--- config.mk ---
export PLATFORM = sky130hd
export DESIGN_NAME = mips_fetch_unit
export DESIGN_NICKNAME = d
export VERILOG_FILES = /design/src/rtl/mips_pkg.sv /design/src/rtl/mips_fetch_buf.sv /design/src/rtl/mips_fetch_unit.sv
export SDC_FILE = /design/constraint.sdc
export NUM_CORES = 1
export LEC_CHECK = 0
export BUFFER_PORTS_ARGS = -buffer_cell sky130_fd_sc_hd__buf_2
export CELL_PAD_IN_SITES_DETAIL_PLACEMENT = 1
export CELL_PAD_IN_SITES_GLOBAL_PLACEMENT = 1
export CORE_MARGIN = 10
export CORE_UTILIZATION = 38
export DETAILED_ROUTE_END_ITERATION = 7
export GPL_ROUTABILITY_DRIVEN = 0
export PLACE_DENSITY = 0.67
export SKIP_CTS_REPAIR_TIMING = 1
export SLEW_MARGIN = 20
export SYNTH_ARGS = -nofsm -noshare
export SYNTH_HDL_FRONTEND = slang
export SYNTH_SLANG_ARGS = --single-unit
--- constraint.sdc ---
create_clock -name clock -period 8.15 [get_ports clock]
set_input_delay 0.4075 -clock clock [delete_from_list [all_inputs] [get_ports clock]]
set_output_delay 0.4075 -clock clock [all_outputs]
set_load 0.02 [all_outputs]
--- src/rtl/mips_pkg.sv ---
// Shared types and constants for the MIPS instruction fetch stage.
package mips_pkg;

  localparam int unsigned INST_W  = 32;
  localparam int unsigned PC_STEP = 4;
  localparam logic [INST_W-1:0] NOP_WORD = 32'h0000_0000;

  typedef enum logic [1:0] {
    FETCH,
    WAIT,
    DROP
  } fetch_state_e;

endpackage

--- src/rtl/mips_fetch_buf.sv ---
// Prefetch FIFO between instruction memory and decode; flush outranks push and pop.
module mips_fetch_buf #(
  parameter int unsigned DEPTH = 4,
  parameter int unsigned WIDTH = 64
) (
  input  logic                     clock,
  input  logic                     reset_n,
  input  logic                     push,
  input  logic                     pop,
  input  logic                     flush,
  input  logic [WIDTH-1:0]         wdata,
  output logic [WIDTH-1:0]         rdata,
  output logic                     full,
  output logic                     empty,
  output logic [$clog2(DEPTH):0]   count
);

  localparam int unsigned PTR_W = $clog2(DEPTH);
  localparam int unsigned CNT_W = PTR_W + 1;

  logic [WIDTH-1:0] mem [DEPTH];
  logic [PTR_W-1:0] rd_ptr;
  logic [PTR_W-1:0] wr_ptr;
  logic             do_push;
  logic             do_pop;

  assign empty   = (count == '0);
  assign full    = (count == CNT_W'(DEPTH));
  assign do_pop  = pop && !empty;
  assign do_push = push && (!full || do_pop);
  assign rdata   = mem[rd_ptr];

  // Pointers wrap naturally because DEPTH is a power of two.
  always_ff @(posedge clock or negedge reset_n) begin
    if (!reset_n) begin
      rd_ptr <= '0;
      wr_ptr <= '0;
      count  <= '0;
    end else if (flush) begin
      rd_ptr <= '0;
      wr_ptr <= '0;
      count  <= '0;
    end else begin
      if (do_push) wr_ptr <= wr_ptr + PTR_W'(1);
      if (do_pop)  rd_ptr <= rd_ptr + PTR_W'(1);
      count <= count + CNT_W'(do_push) - CNT_W'(do_pop);
    end
  end

  always_ff @(posedge clock) begin
    if (do_push && !flush) mem[wr_ptr] <= wdata;
  end

endmodule

--- src/rtl/mips_fetch_unit.sv ---
// Instruction fetch stage: PC, single-outstanding imem reads, prefetch buffer to decode.
// Optional MIPS_FETCH_PERF_EN adds saturating fetched/stall performance counters.
module mips_fetch_unit
  import mips_pkg::*;
#(
  parameter int unsigned        ADDR_W    = 32,
  parameter logic [ADDR_W-1:0]  RESET_PC  = ADDR_W'(32'h0000_0000),
  parameter int unsigned        BUF_DEPTH = 4
) (
  input  logic              clock,
  input  logic              reset_n,
  output logic              imem_req,
  output logic [ADDR_W-1:0] imem_addr,
  input  logic              imem_gnt,
  input  logic              imem_rvalid,
  input  logic [31:0]       imem_rdata,
  input  logic              redirect_valid,
  input  logic [ADDR_W-1:0] redirect_pc,
  output logic              inst_valid,
  input  logic              inst_ready,
  output logic [31:0]       inst_word,
  output logic [ADDR_W-1:0] inst_pc
`ifdef MIPS_FETCH_PERF_EN
  ,
  output logic [31:0]       perf_fetched,
  output logic [31:0]       perf_stall
`endif
);

  localparam int unsigned CNT_W = $clog2(BUF_DEPTH) + 1;
  localparam int unsigned ENT_W = INST_W + ADDR_W;
  localparam logic [ADDR_W-1:0] ALIGN_MASK = ~ADDR_W'(3);

  fetch_state_e      state;
  fetch_state_e      state_n;
  logic [ADDR_W-1:0] pc;
  logic [ADDR_W-1:0] pc_n;
  logic [ADDR_W-1:0] req_pc;
  logic [ADDR_W-1:0] req_pc_n;
  logic              req_n;
  logic [CNT_W-1:0]  count;
  logic [CNT_W-1:0]  count_n;
  logic              grant;
  logic              push;
  logic              pop;
  logic              buf_full;
  logic              buf_empty;
  logic [ADDR_W-1:0] redirect_target;
  logic [ENT_W-1:0]  head;

  assign grant           = imem_req && imem_gnt;
  assign redirect_target = redirect_pc & ALIGN_MASK;
  assign push            = (state == WAIT) && imem_rvalid && !redirect_valid && (!buf_full || pop);
  assign pop             = !buf_empty && inst_ready && !redirect_valid;

  always_comb begin
    count_n = count + CNT_W'(push) - CNT_W'(pop);
    if (redirect_valid) count_n = '0;
  end

  // Next state, PC and the request that will be presented next cycle.
  always_comb begin
    state_n  = state;
    pc_n     = pc;
    req_pc_n = req_pc;
    req_n    = 1'b0;
    unique case (state)
      FETCH: begin
        if (grant) begin
          state_n  = WAIT;
          req_pc_n = pc;
          pc_n     = pc + ADDR_W'(PC_STEP);
        end
      end
      WAIT:    if (imem_rvalid) state_n = FETCH;
      DROP:    if (imem_rvalid) state_n = FETCH;
      default: state_n = FETCH;
    endcase
    // A response landing in the redirect cycle leaves nothing in flight to drop.
    if (redirect_valid) begin
      pc_n = redirect_target;
      if (grant || ((state != FETCH) && !imem_rvalid)) state_n = DROP;
      else                                             state_n = FETCH;
    end
    req_n = (state_n == FETCH) && (count_n < CNT_W'(BUF_DEPTH));
  end

  always_ff @(posedge clock or negedge reset_n) begin
    if (!reset_n) begin
      state     <= FETCH;
      pc        <= RESET_PC & ALIGN_MASK;
      req_pc    <= '0;
      imem_req  <= 1'b0;
      imem_addr <= RESET_PC & ALIGN_MASK;
    end else begin
      state     <= state_n;
      pc        <= pc_n;
      req_pc    <= req_pc_n;
      imem_req  <= req_n;
      imem_addr <= pc_n;
    end
  end

  mips_fetch_buf #(
    .DEPTH (BUF_DEPTH),
    .WIDTH (ENT_W)
  ) u_buf (
    .clock   (clock),
    .reset_n (reset_n),
    .push    (push),
    .pop     (pop),
    .flush   (redirect_valid),
    .wdata   ({imem_rdata, req_pc}),
    .rdata   (head),
    .full    (buf_full),
    .empty   (buf_empty),
    .count   (count)
  );

  assign inst_valid = !buf_empty;
  assign inst_word  = buf_empty ? NOP_WORD : head[ENT_W-1:ADDR_W];
  assign inst_pc    = buf_empty ? '0 : head[ADDR_W-1:0];

`ifdef MIPS_FETCH_PERF_EN
  // Saturating counters; only reset clears them.
  always_ff @(posedge clock or negedge reset_n) begin
    if (!reset_n) begin
      perf_fetched <= '0;
      perf_stall   <= '0;
    end else begin
      if (pop && (perf_fetched != '1))
        perf_fetched <= perf_fetched + 32'd1;
      if (buf_empty && !redirect_valid && (perf_stall != '1))
        perf_stall <= perf_stall + 32'd1;
    end
  end
`endif

endmodule

* After elaboration in Yosys (flattened, before gate mapping)
Memories as Yosys holds them, arrays and structs flattened.
Cells that the tools add are included.
** Word-level totals
- Register bits :: 74
- Bits in writable memories :: 256
- Input bits :: 70
- Output and inout port bits :: 98
- Logic and storage cells :: 66
- Memories kept :: 1
** Operators by class
- Add/subtract/negate cells :: 7
- Order comparisons :: 1
- Equal/unequal tests :: 3
- Muxes and demuxes :: 18
- Reduce and logical (&&, ||, !) cells :: 29
** Memories
- u_buf.mem :: words 4, width 64, rd ports 1, clocked after memory_dff 0, write ports 1, line mips_fetch_buf.sv:21 : logic [WIDTH-1:0] mem [DEPTH];
** Operators by type and width (number)
- 2-to-1 mux 32 bit :: 5
- adder 32 x 3 -> 32 bit (second input constant) :: 1
- 2-to-1 mux 2 bit :: 8
- logical AND 1 bit :: 11
- nonzero test 2 bit :: 5
- adder 3 x 1 -> 3 bit :: 2
- 2-to-1 mux 3 bit :: 2
- subtractor 3 x 1 -> 3 bit :: 2
- adder 2 x 1 -> 2 bit (second input constant) :: 2
- logical NOT 1 bit :: 4
- logical NOT 2 bit :: 2
- case mux 2 bit (2 select lines) :: 1
- AND reduction 2 bit :: 2
- == test 3 bit (second input constant) :: 1
- logical NOT 3 bit :: 1
- logical OR 1 bit :: 3
- < comparator 3 bit (second input constant) :: 1
- == test 2 x 1 -> 1 bit (second input constant) :: 1
- == test 2 bit (second input constant) :: 1
- 2-to-1 mux 1 bit :: 2
- OR reduction 2 bit :: 1

* Logic depth before layout (Yosys ltp)
Gate-level depths: netlist of run 1.
- Word-level depth :: 11
- Mapped depth :: 11
- Mapped depth without buffers :: 10

* Cells and area by module
Synthesis of run 1 repeated with hierarchy kept, for this count alone.
** Second synthesis, totals
- Cell total of the unflattened synthesis :: 817
- Area, all modules :: 13327.8 sq um
** Modules (own cells, without submodules)
- mips_fetch_buf :: instances 1, cells each 379, area an instance 9718.1 sq um, sequential area each 7862.5 sq um
- mips_fetch_unit :: instances 1, cells each 438, area an instance 3609.7 sq um, sequential area each 1576.5 sq um

* Worst setup path before layout of run 1
OpenSTA, ideal clock, no wires.
- Path type :: input to register
- Start point :: input redirect_valid
- End point :: memory u_buf.mem[0][10] (enable)
- Setup time :: 426 ps
- Arrival :: 2841 ps
- Required time :: 7724 ps
- Path slack :: 4882 ps
- Stages :: 4
- Buffers on the path :: 2
- Cells stage by stage :: clkbuf_1 clkbuf_1 nor3_1 and2_1
** On the way
- Word-level cells in the longest chain between the ends :: 8
- Elaborated cells on any way between the ends :: 11
- Classes of those cells :: mux: 2; reduce/logical: 9
** RTL lines
- start: declaration :: line mips_fetch_unit.sv:17 : input logic redirect_valid,
- logical NOT 1 bit (*) :: line mips_fetch_buf.sv:51, mips_fetch_unit.sv:53, mips_fetch_unit.sv:54
- logical AND 1 bit :: line mips_fetch_unit.sv:54 : assign pop = !buf_empty && inst_ready && !redirect_valid;
- logical OR 1 bit or logical AND 1 bit (tied branches) :: line mips_fetch_unit.sv:53, mips_fetch_buf.sv:29
- logical AND 1 bit or logical OR 1 bit (tied branches) :: line mips_fetch_unit.sv:53, mips_fetch_buf.sv:30
- logical AND 1 bit :: line mips_fetch_buf.sv:30 : assign do_push = push && (!full || do_pop);
- logical AND 1 bit (*) :: line mips_fetch_buf.sv:51 : if (do_push && !flush) mem[wr_ptr] <= wdata;
- 2-to-1 mux 1 bit (*) :: line mips_fetch_buf.sv:51
- 2-to-1 mux 1 bit (not written as such) (*) :: line mips_fetch_buf.sv:51
- end: declaration :: line mips_fetch_buf.sv:21
Mark *: on every way between the ends. The rest lies on a longest branch, timed or not.

* Final worst setup path of run 1
- Start point :: register u_buf.rd_ptr[0]
- End point :: output inst_pc[20]
** On the way
- Word-level cells in the longest chain between the ends :: 2
** RTL lines
- start: declaration :: line mips_fetch_buf.sv:22 : logic [PTR_W-1:0] rd_ptr;
- start signal: assignment :: line mips_fetch_buf.sv:45 : if (do_pop) rd_ptr <= rd_ptr + PTR_W'(1);
- memory read (4 x 64 bit)
- 2-to-1 mux 32 bit :: line mips_fetch_unit.sv:122 : assign inst_pc = buf_empty ? '0 : head[ADDR_W-1:0];
- end: declaration :: line mips_fetch_unit.sv:22 : output logic [ADDR_W-1:0] inst_pc
Every way passes these cells.

==> flow_metrics.env, run 1 <==
export IMPL_rows=67
export IMPL_p_int_mw=3.28
export IMPL_reg2regPathDepth=6
export IMPL_antenna_found_initial=2
export IMPL_p_sw_frac=0.294
export IMPL_cts_root_buf="clkbuf_16"
export IMPL_grt_total_usage=0.147
export IMPL_fmax_ghz=0.292
export IMPL_wirelength_um=30700
export IMPL_yosys_register_bits=318
export IMPL_cp_num_buf_inv=2
export IMPL_htreeDepth=2
export IMPL_crit_family="buffers and inverters"
export IMPL_dieArea_mm2=0.0416
export IMPL_core_area_mm2=0.0334
export IMPL_ant_nets=0
export IMPL_cp_cell_sequence="buf_4 > mux4_2 > and2_1 > buf_2"
export IMPL_yosysMostFrequentCell="edfxtp_1"
export IMPL_fin_setup_tns_ns=0
export IMPL_criticalPathCategory="flop to output pin"
export IMPL_multi_input_area_mm2=0.00343
export IMPL_die_w_um=204
export IMPL_dp_hpwl_um=19000
export IMPL_synth_common_cells="edfxtp_1, nand2_1, dfrtp_1"
export IMPL_pwr_share_clk=0.336
export IMPL_final_max_slew_viol_count=0
export IMPL_start_util=0.385
export IMPL_p_seq_frac=0.457
export IMPL_finalSetupViolations=0
export IMPL_drc=0
export IMPL_tightest_slew_ns=1.04
export IMPL_viasPerCell=5.13
export IMPL_synth_seq_area_share=0.715
export IMPL_dominantRegCellSynth="edfxtp_1"
export IMPL_fin_util=0.457
export IMPL_grt_pass1_wl_um=48100
export IMPL_relSlewSlack=0.305
export IMPL_p_sw_mw=1.36
export IMPL_slowest_stage="buf_4"
export IMPL_yosys_area_top_type="edfxtp_1"
export IMPL_power_density_mw_per_mm2=304
export IMPL_io_pins=168
export IMPL_drt_iter0_drc=331
export IMPL_slowest_delay_ns=0.78
export IMPL_synth_area_per_cell_um2=16.3
export IMPL_portBuffers=161
export IMPL_endpoint_kind="output pin"
export IMPL_nets=1037
export IMPL_syn_area_mm2=0.0129
export IMPL_p_comb_frac=0.207
export IMPL_netlist_instances=792
export IMPL_power_mw=4.65
export IMPL_tritoncts="yes"
export IMPL_synthArstFlopShare=0.220
export IMPL_yosysUniqueCellTypes=40
export IMPL_rsz0062_at_grt="false"
export IMPL_leakage_nw=5.61
export IMPL_hold_violations=0
export IMPL_area_growth_pct=18.7
export IMPL_dr_pass1_iters=4
export IMPL_cp_depth=4
export IMPL_grt_start_max_net_pins=71
export IMPL_cts_made_buffers=35
export IMPL_vias=7349
export IMPL_wl_per_cell_um=21.5
export IMPL_synth_edff_count=248
export IMPL_regArea_mm2=0.00921
export IMPL_layout_drive_gt1_share=0.294
export IMPL_hold_path_class="input port to async pin"
export IMPL_fp_dieH_um=204
export IMPL_finalInstanceArea_mm2=0.0153
export IMPL_synth_top_area_share=0.578
export IMPL_required_ns=7.74
export IMPL_crit_arrival_ns=3.02
export IMPL_maxCapViolCount=0
export IMPL_clkTransAtPathRegs_ns=0.06
export IMPL_ctsLongestPathBuffers=3
export IMPL_critical_path_startpoint_type="flop"
export IMPL_grt_overflow=0
export IMPL_placed_cell_area_mm2=0.0141
export IMPL_fill_cells=3373
export IMPL_yosysWarningCount=0
export IMPL_finClkSkew_ns=0.0155
export IMPL_period_minus_slack_ns=3.43
export IMPL_worst_ir_drop_vdd_mv=0.130
export IMPL_status="complete, no violations"
export IMPL_fin_crit_sh=0.421
export IMPL_grt_pass1_vias=8105
export IMPL_synthTopCellsByArea="edfxtp_1, dfrtp_1, mux4_2"
export IMPL_cp_max_fo=42
export IMPL_cts_sinks=318
export IMPL_clkLatencyLatePin_ns=0.51
area by class of cell:
cell class | count | area share
flip-flops and latches | 318 | 0.602
clock buffers | 47 | 0.0616
well taps | 448 | 0.0367
multi-input cells | 415 | 0.224
diodes | 2 | 0.000327
clock inverters | 17 | 0.0125
repair buffers | 170 | 0.0584
inverters | 15 | 0.00368
through the flow:
step / setup WS (ns) / cells / hold WS (ns)
5_1_grt: 4.41 / 1430 / 0.0926
4_1_cts: 4.58 / 1429 / 0.0805
3_5_place_dp: 4.81 / 1365 / 0.506
2_1_floorplan: 4.88 / 795 / 0.112
6_report: 4.72 / 1432 / 0.0868
3_3_place_gp: 4.90 / 1365 / 0.497
layer usage:
metal | global-route usage | vias to the layer above | routed length (um)
met5 | 0 | - | 0
met4 | 0.0312 | 0 | 534
met3 | 0.0407 | 45 | 2060
met2 | 0.229 | 195 | 14100
met1 | 0.203 | 3776 | 14000
li1 | - | 3333 | -
power by group through the flow:
stage               sequential (mW)  combinational [mW]  clock (mW)
finish                         2.12               0.963        1.56
global route                   2.15                1.08        1.68
CTS                            2.13                1.00        1.61
detailed placement             2.16               0.997           0
global placement               2.15               0.976           0
floorplan                      2.09               0.686           0
cells in the final DEF (no fill, tap or decap), types with 5 or more instances in the layout:
| cell | instances |
|---|---|
| clkbuf_16 | 36 |
| o21ai_0 | 21 |
| dfrtp_1 | 68 |
| clkbuf_1 | 11 |
| o211ai_1 | 5 |
| buf_2 | 161 |
| o31ai_1 | 14 |
| and2_1 | 62 |
| nor2_1 | 23 |
| nand3_1 | 12 |
| inv_1 | 14 |
| ha_1 | 11 |
| or4_1 | 21 |
| mux4_2 | 62 |
| clkinv_1 | 8 |
| a31oi_1 | 14 |
| buf_4 | 8 |
| xnor2_1 | 8 |
| nand2_1 | 111 |
| nand4_1 | 8 |
| edfxtp_1 | 248 |
| xor2_1 | 8 |
worst paths after layout:
kind                                             start                           to  slack, ns
max                        u_buf.rd_ptr[0]$_DFFE_PN0P_                  inst_pc[20]       4.72
max in group asynchronous                      reset_n  u_buf.rd_ptr[1]$_DFFE_PN0P_       7.31
max reg2reg                         state[0]$_DFF_PN0_           pc[29]$_DFFE_PN0P_       4.85
min reg2reg                     req_pc[24]$_DFFE_PN0P_   u_buf.mem[3][24]$_DFFE_PP_       0.52
min in group clock                     redirect_pc[16]           pc[16]$_DFFE_PN0P_       0.10
min                                            reset_n           pc[17]$_DFFE_PN0P_       0.09
worst reg2reg max path, delay by kind of cell (launching register included):
| kind | cells | cell delay, ns |
|---|---|---|
| AOI/OAI and AO/OA | 1 | 0.19 |
| adders and majority gates | 1 | 0.24 |
| buffers and inverters | 1 | 0.07 |
| DFF | 1 | 0.41 |
| and+or+nand+nor | 3 | 2.28 |
sequential cells by signal, summed over array words and instances, names as in the netlist:
name and count:
imem_req 1, pc 30, req_pc 30, state 2, u_buf.count 3, u_buf.mem 248, u_buf.rd_ptr 2, u_buf.wr_ptr 2
kinds of logic after synthesis:
group,after synthesis,share of synthesized area
other cells,1,0.000291
mux,64,0.110
simple gates,262,0.103
xor+xnor,16,0.0109
fa+ha+maj,12,0.0122
compound gates,57,0.0281
flops,318,0.715
buf+inv,62,0.0207
No activity file was read; power rests on OpenSTA's default activity.
==> run 2, diff against run 1 <==
--- a/config.mk
+++ b/config.mk
@@ -12,7 +12,7 @@
 export CORE_UTILIZATION = 38
 export DETAILED_ROUTE_END_ITERATION = 7
 export GPL_ROUTABILITY_DRIVEN = 0
-export PLACE_DENSITY = 0.67
+export PLACE_DENSITY = 0.69
 export SKIP_CTS_REPAIR_TIMING = 1
 export SLEW_MARGIN = 20
 export SYNTH_ARGS = -nofsm -noshare
==> constraint.sdc (replaced) <==
create_clock -name clock -period 2.81 [get_ports clock]
set_input_delay 0.1405 -clock clock [delete_from_list [all_inputs] [get_ports clock]]
set_output_delay 0.1405 -clock clock [all_outputs]
set_load 0.02 [all_outputs]
==> flow_metrics.env, run 2 (synthesized netlist as in run 1, its figures left out) <==
export IMPL_criticalPathCategory="flop to flop"
export IMPL_grt_start_max_net_pins=71
export IMPL_cts_made_buffers=36
export IMPL_hold_violations=0
export IMPL_drt_iter0_drc=448
export IMPL_rsz0062_at_grt="false"
export IMPL_grt_pass1_wl_um=48800
export IMPL_nets=1113
export IMPL_top_regs="u_buf.mem x248, pc x30, req_pc x30"
export IMPL_dp_cells=1376
export IMPL_ctsLongestPathBuffers=3
export IMPL_required_ns=3.25
export IMPL_grt_overflow=0
export IMPL_viasPerCell=5.11
export IMPL_endpoint_kind="flop"
export IMPL_start_util=0.385
export IMPL_clkTransAtPathRegs_ns=0.06
export IMPL_rr_endpoint="pc[18]$_DFFE_PN0P_"
export IMPL_period_minus_slack_ns=2.48
export IMPL_slowest_delay_ns=0.64
export IMPL_htreeDepth=2
export IMPL_fin_setup_tns_ns=0
export IMPL_leakage_nw=5.96
export IMPL_wl_per_cell_um=21.1
export IMPL_core_area_mm2=0.0334
export IMPL_cts_sinks=318
export IMPL_fp_dieH_um=204
export IMPL_dieArea_mm2=0.0416
export IMPL_finClkSkew_ns=0.0300
export IMPL_regMostFlops="u_buf.mem"
export IMPL_maxCapViolCount=0
export IMPL_tritoncts="yes"
export IMPL_hold_ws_ns=0.0205
export IMPL_status="complete, no violations"
export IMPL_grt_total_usage=0.149
export IMPL_rows=67
export IMPL_fin_crit_sh=0.881
export IMPL_crit_arrival_ns=2.92
export IMPL_startpoint="state[1]$_DFF_PN0_"
export IMPL_io_pins=168
export IMPL_cp_max_fo=17
export IMPL_wl_met1_um=14000
export IMPL_tightest_slew_ns=1.04
export IMPL_final_max_slew_viol_count=0
export IMPL_drc=0
export IMPL_power_density_mw_per_mm2=854
export IMPL_min_from="inst_ready"
export IMPL_reg2regPathDepth=6
export IMPL_hold_path_class="input port to flop"
export IMPL_min_delay_path_depth=4
export IMPL_final_cells=1506
export IMPL_slowest_stage="or3_1"
export IMPL_ant_nets=0
export IMPL_final_cell_mix="edfxtp_1, buf_2, nand2_1"
export IMPL_relSlewSlack=0.308
export IMPL_dp_hpwl_um=19800
export IMPL_fmax_ghz=0.404
export IMPL_vias=7699
export IMPL_rrSetupSlack_ns=0.33
export IMPL_largest_register_ffs=248
export IMPL_cts_root_buf="clkbuf_16"
export IMPL_grt_pass1_vias=8158
export IMPL_dr_pass1_iters=4
export IMPL_worst_ir_drop_vdd_mv=0.356
export IMPL_finalSetupViolations=0
export IMPL_layout_drive_gt1_share=0.286
export IMPL_reg2reg_from="state[1]$_DFF_PN0_"
export IMPL_fill_cells=3255
export IMPL_die_w_um=204
export IMPL_critical_path_startpoint_type="flop"
export IMPL_clkLatencyLatePin_ns=0.52
export IMPL_cp_cell_sequence="inv_1 > ha_1 > nand4_1 > or3_1 > or4_1 > a31oi_1"
export IMPL_wl_met3_um=2360
export IMPL_mostFrequentLayoutCell="edfxtp_1"
export IMPL_area_growth_pct=25.1
export IMPL_antenna_found_initial=2
export IMPL_wl_met2_um=15000
export IMPL_min_to="u_buf.rd_ptr[1]$_DFFE_PN0P_"
export IMPL_portBuffers=161
export IMPL_top_layer_used="met5"
export IMPL_power_mw=13.7
export IMPL_wirelength_um=31800
run 2: area by class of cell:
type	instances	area (um^2)	area share
Inverter	15	56.3	0.00350
Clock inverter	17	186	0.0116
Sequential cell	318	9210	0.572
Clock buffer	47	983	0.0611
Antenna cell	1	2.50	0.000155
Tap cell	448	561	0.0348
Multi-Input combinational cell	415	3430	0.213
Timing Repair Buffer	245	1670	0.104
run 2: metal layers:
metal  track usage  vias up
met1         0.202     3964
met5             0        -
met4        0.0304        2
li1              -     3482
met2         0.235      221
met3        0.0433       30
run 2: how the worst max path moves through the flow:
| stage | endpoint |
|---|---|
| floorplan | u_buf.mem[0][10]$_DFFE_PP_ |
| global placement | pc[18]$_DFFE_PN0P_ |
| detailed placement | pc[18]$_DFFE_PN0P_ |
| CTS | inst_pc[25] |
| global route | pc[18]$_DFFE_PN0P_ |
| finish | pc[18]$_DFFE_PN0P_ |
run 2: stage by stage:
stage	utilization	worst slack [ns]	area, um^2
2_1_floorplan	-	0.393	12900
3_3_place_gp	0.427	0.453	14300
3_5_place_dp	0.427	0.377	14300
4_1_cts	0.462	0.316	15400
5_1_grt	0.481	0.171	16100
6_report	0.481	0.335	16100
run 2: worst max-delay path, delay by kind of cell (launching register included):
kind / cells / cell delay (ns)
fa+ha+maj: 1 / 0.25
buf+inv: 1 / 0.09
compound gates: 1 / 0.18
simple gates: 3 / 1.48
flops: 1 / 0.40
run 2: report_power, final:
group	switching, mW	internal [mW]
Combinational	1.78	1.27
Sequential	0.423	5.65
Clock	1.78	2.83
==> run 3, diff against run 2 <==
--- a/config.mk
+++ b/config.mk
@@ -5,14 +5,16 @@
 export SDC_FILE = /design/constraint.sdc
 export NUM_CORES = 1
 export LEC_CHECK = 0
+export ABC_AREA = 1
 export BUFFER_PORTS_ARGS = -buffer_cell sky130_fd_sc_hd__buf_2
+export CAP_MARGIN = 30
 export CELL_PAD_IN_SITES_DETAIL_PLACEMENT = 1
 export CELL_PAD_IN_SITES_GLOBAL_PLACEMENT = 1
 export CORE_MARGIN = 10
 export CORE_UTILIZATION = 38
 export DETAILED_ROUTE_END_ITERATION = 7
 export GPL_ROUTABILITY_DRIVEN = 0
-export PLACE_DENSITY = 0.69
+export PLACE_DENSITY = 0.73
 export SKIP_CTS_REPAIR_TIMING = 1
 export SLEW_MARGIN = 20
 export SYNTH_ARGS = -nofsm -noshare
==> flow_metrics.env, run 3 <==
export IMPL_status="complete, but fails checks"
export IMPL_violations="negative hold slack"
export IMPL_synth_seq_area_share=0.677
export IMPL_cp_depth=6
export IMPL_slowest_delay_ns=0.65
export IMPL_min_to="pc[13]$_DFFE_PN0P_"
export IMPL_endpoint_kind="output pin"
export IMPL_tightest_slew_ns=0.868
export IMPL_required_ns=2.67
export IMPL_regMostFlops="u_buf.mem"
export IMPL_worst_ir_drop_vdd_mv=0.401
export IMPL_grt_pass1_wl_um=59400
export IMPL_grt_overflow=0
export IMPL_clkLatencyLatePin_ns=0.51
export IMPL_netlist_instances=1318
export IMPL_ctsLongestPathBuffers=3
export IMPL_finalSetupViolations=0
export IMPL_critical_path_startpoint_type="flop"
export IMPL_top_regs="u_buf.mem x248, pc x30, req_pc x30"
export IMPL_crit_arrival_ns=2.37
export IMPL_start_util=0.384
export IMPL_cts_root_buf="clkbuf_16"
export IMPL_core_area_mm2=0.0354
export IMPL_maxCapViolCount=0
export IMPL_yosys_area_top_type="edfxtp_1"
export IMPL_tritoncts="yes"
export IMPL_relSlewSlack=0.421
export IMPL_period_minus_slack_ns=2.51
export IMPL_ant_nets=0
export IMPL_layout_drive_gt1_share=0.162
export IMPL_slowest_stage="buf_4"
export IMPL_io_pins=168
export IMPL_min_from="redirect_pc[13]"
export IMPL_cts_sinks=318
export IMPL_fmax_ghz=0.398
export IMPL_final_cells=2015
export IMPL_antenna_found_initial=0
export IMPL_yosysMostFrequentCell="nor2_1"
export IMPL_fp_dieH_um=209
export IMPL_diodes=0
export IMPL_cp_num_buf_inv=3
export IMPL_yosys_register_bits=318
export IMPL_rsz0062_at_grt="false"
export IMPL_rr_endpoint="u_buf.count[2]$_DFF_PN0_"
export IMPL_viasPerCell=5.02
export IMPL_wl_per_cell_um=19.2
export IMPL_dp_hpwl_um=24300
export IMPL_reg2regPathDepth=12
export IMPL_area_growth_pct=21.9
export IMPL_dr_pass1_iters=4
export IMPL_yosysUniqueCellTypes=27
export IMPL_synth_common_cells="nor2_1, edfxtp_1, nand2_1"
export IMPL_crit_family="buffers and inverters"
export IMPL_syn_area_mm2=0.0136
export IMPL_hold_violations=7
export IMPL_startpoint="u_buf.count[1]$_DFF_PN0_"
export IMPL_die_w_um=209
export IMPL_final_max_slew_viol_count=0
export IMPL_fin_crit_sh=0.893
export IMPL_rows=69
export IMPL_synthArstFlopShare=0.220
export IMPL_reg2reg_from="state[1]$_DFF_PN0_"
export IMPL_mostFrequentLayoutCell="nor2_1"
export IMPL_dieArea_mm2=0.0437
export IMPL_dp_cells=1899
export IMPL_clkTransAtPathRegs_ns=0.06
export IMPL_largest_register_ffs=248
export IMPL_drc=0
export IMPL_cp_cell_sequence="nor2_1 > nand2_1 > inv_2 > buf_4 > a21oi_1 > buf_2"
export IMPL_htreeDepth=2
export IMPL_rrSetupSlack_ns=0.57
export IMPL_nets=1611
export IMPL_final_cell_mix="nor2_1, edfxtp_1, nand2_1"
export IMPL_synth_edff_count=248
export IMPL_synth_top_area_share=0.548
export IMPL_drt_iter0_drc=515
export IMPL_grt_total_usage=0.170
export IMPL_dominantRegCellSynth="edfxtp_1"
export IMPL_fin_setup_tns_ns=0
export IMPL_synth_area_per_cell_um2=10.3
export IMPL_yosysWarningCount=0
export IMPL_cp_max_fo=62
export IMPL_grt_pass1_vias=10500
export IMPL_grt_start_max_net_pins=63
export IMPL_cts_made_buffers=35
export IMPL_synthTopCellsByArea="edfxtp_1, dfrtp_1, nor2_1"
export IMPL_hold_path_class="input port to flop"
export IMPL_vias=10100
export IMPL_leakage_nw=6.60
export IMPL_power_density_mw_per_mm2=880
export IMPL_criticalPathCategory="flop to output pin"
export IMPL_finClkSkew_ns=0.0121
export IMPL_wirelength_um=38600
export IMPL_portBuffers=161
export IMPL_hold_ws_ns=-0.0391
export IMPL_min_delay_path_depth=5
[run 3: cell types whose count changed after synthesis, moves of 21 or more]
| cell | previous run | this run |
|---|---|---|
| mux4_2 | 62 | 0 |
| o21ai_0 | 21 | 186 |
| or4_1 | 21 | 0 |
| a21oi_1 | 0 | 69 |
| and2_1 | 66 | 0 |
| nor2_1 | 23 | 313 |
| nand2_1 | 111 | 219 |
| inv_1 | 14 | 78 |
[run 3: final cells by class]
cell class | count | area [um^2]
Clock buffer | 47 | 931
Clock inverter | 15 | 131
Fill cell | 3948 | 18800
Inverter | 84 | 315
Multi-Input combinational cell | 854 | 3820
Sequential cell | 318 | 9200
Tap cell | 461 | 577
Timing Repair Buffer | 236 | 1600
[run 3: per-stage QoR]
| step | setup WS (ns) | utilization | area, um^2 | power [mW] |
|---|---|---|---|---|
| 6_report | 0.299 | 0.468 | 16600 | 14.6 |
| 5_1_grt | 0.0705 | 0.468 | 16600 | 15.5 |
| 4_1_cts | 0.223 | 0.453 | 16000 | 14.7 |
| 3_5_place_dp | 0.588 | 0.423 | 15000 | 10.4 |
| 3_3_place_gp | 0.642 | 0.423 | 15000 | 10.2 |
| 2_1_floorplan | -0.142 | - | 13600 | 8.67 |
[run 3: cells by family (layout without fill, tap and decap cells)]
| logic type | Yosys count | count (layout) | synth area share |
|---|---|---|---|
| other cells | 1 | 4 | 0.000276 |
| flops | 318 | 318 | 0.677 |
| buf+inv | 149 | 382 | 0.0457 |
| fa+ha+maj | 12 | 12 | 0.0116 |
| xor+xnor | 8 | 8 | 0.00515 |
| compound gates | 262 | 262 | 0.0976 |
| simple gates | 568 | 568 | 0.163 |
[run 3: worst max path at each step]
| stage | endpoint | slack, ns |
|---|---|---|
| global placement | u_buf.count[2]$_DFF_PN0_ | 0.64 |
| finish | inst_pc[23] | 0.30 |
| CTS | inst_pc[23] | 0.22 |
| global route | inst_pc[23] | 0.07 |
| floorplan | u_buf.mem[0][10]$_DFFE_PP_ | -0.14 |
| detailed placement | u_buf.count[2]$_DFF_PN0_ | 0.59 |
[run 3: tightest hold or removal path, delay by kind of cell]
family                 cells  cell delay (ns)
buffers and inverters      2             0.12
AND/OR/NAND/NOR            2             0.10
AO/OA/AOI/OAI              1             0.07
[run 3: routing by layer]
metal  GRT usage  vias to the layer above  wire [um]
met2       0.289                      237      18900
met1       0.216                     5002      16800
met4      0.0429                        0        761
met5           0                        -          0
met3      0.0376                       57       2130
li1            -                     4825          -
[run 3: where the power goes]
group          total, mW  internal, mW  switching [mW]
logic               4.09          1.17            2.92
clock network       4.30          2.51            1.79
registers           6.19          5.67           0.520
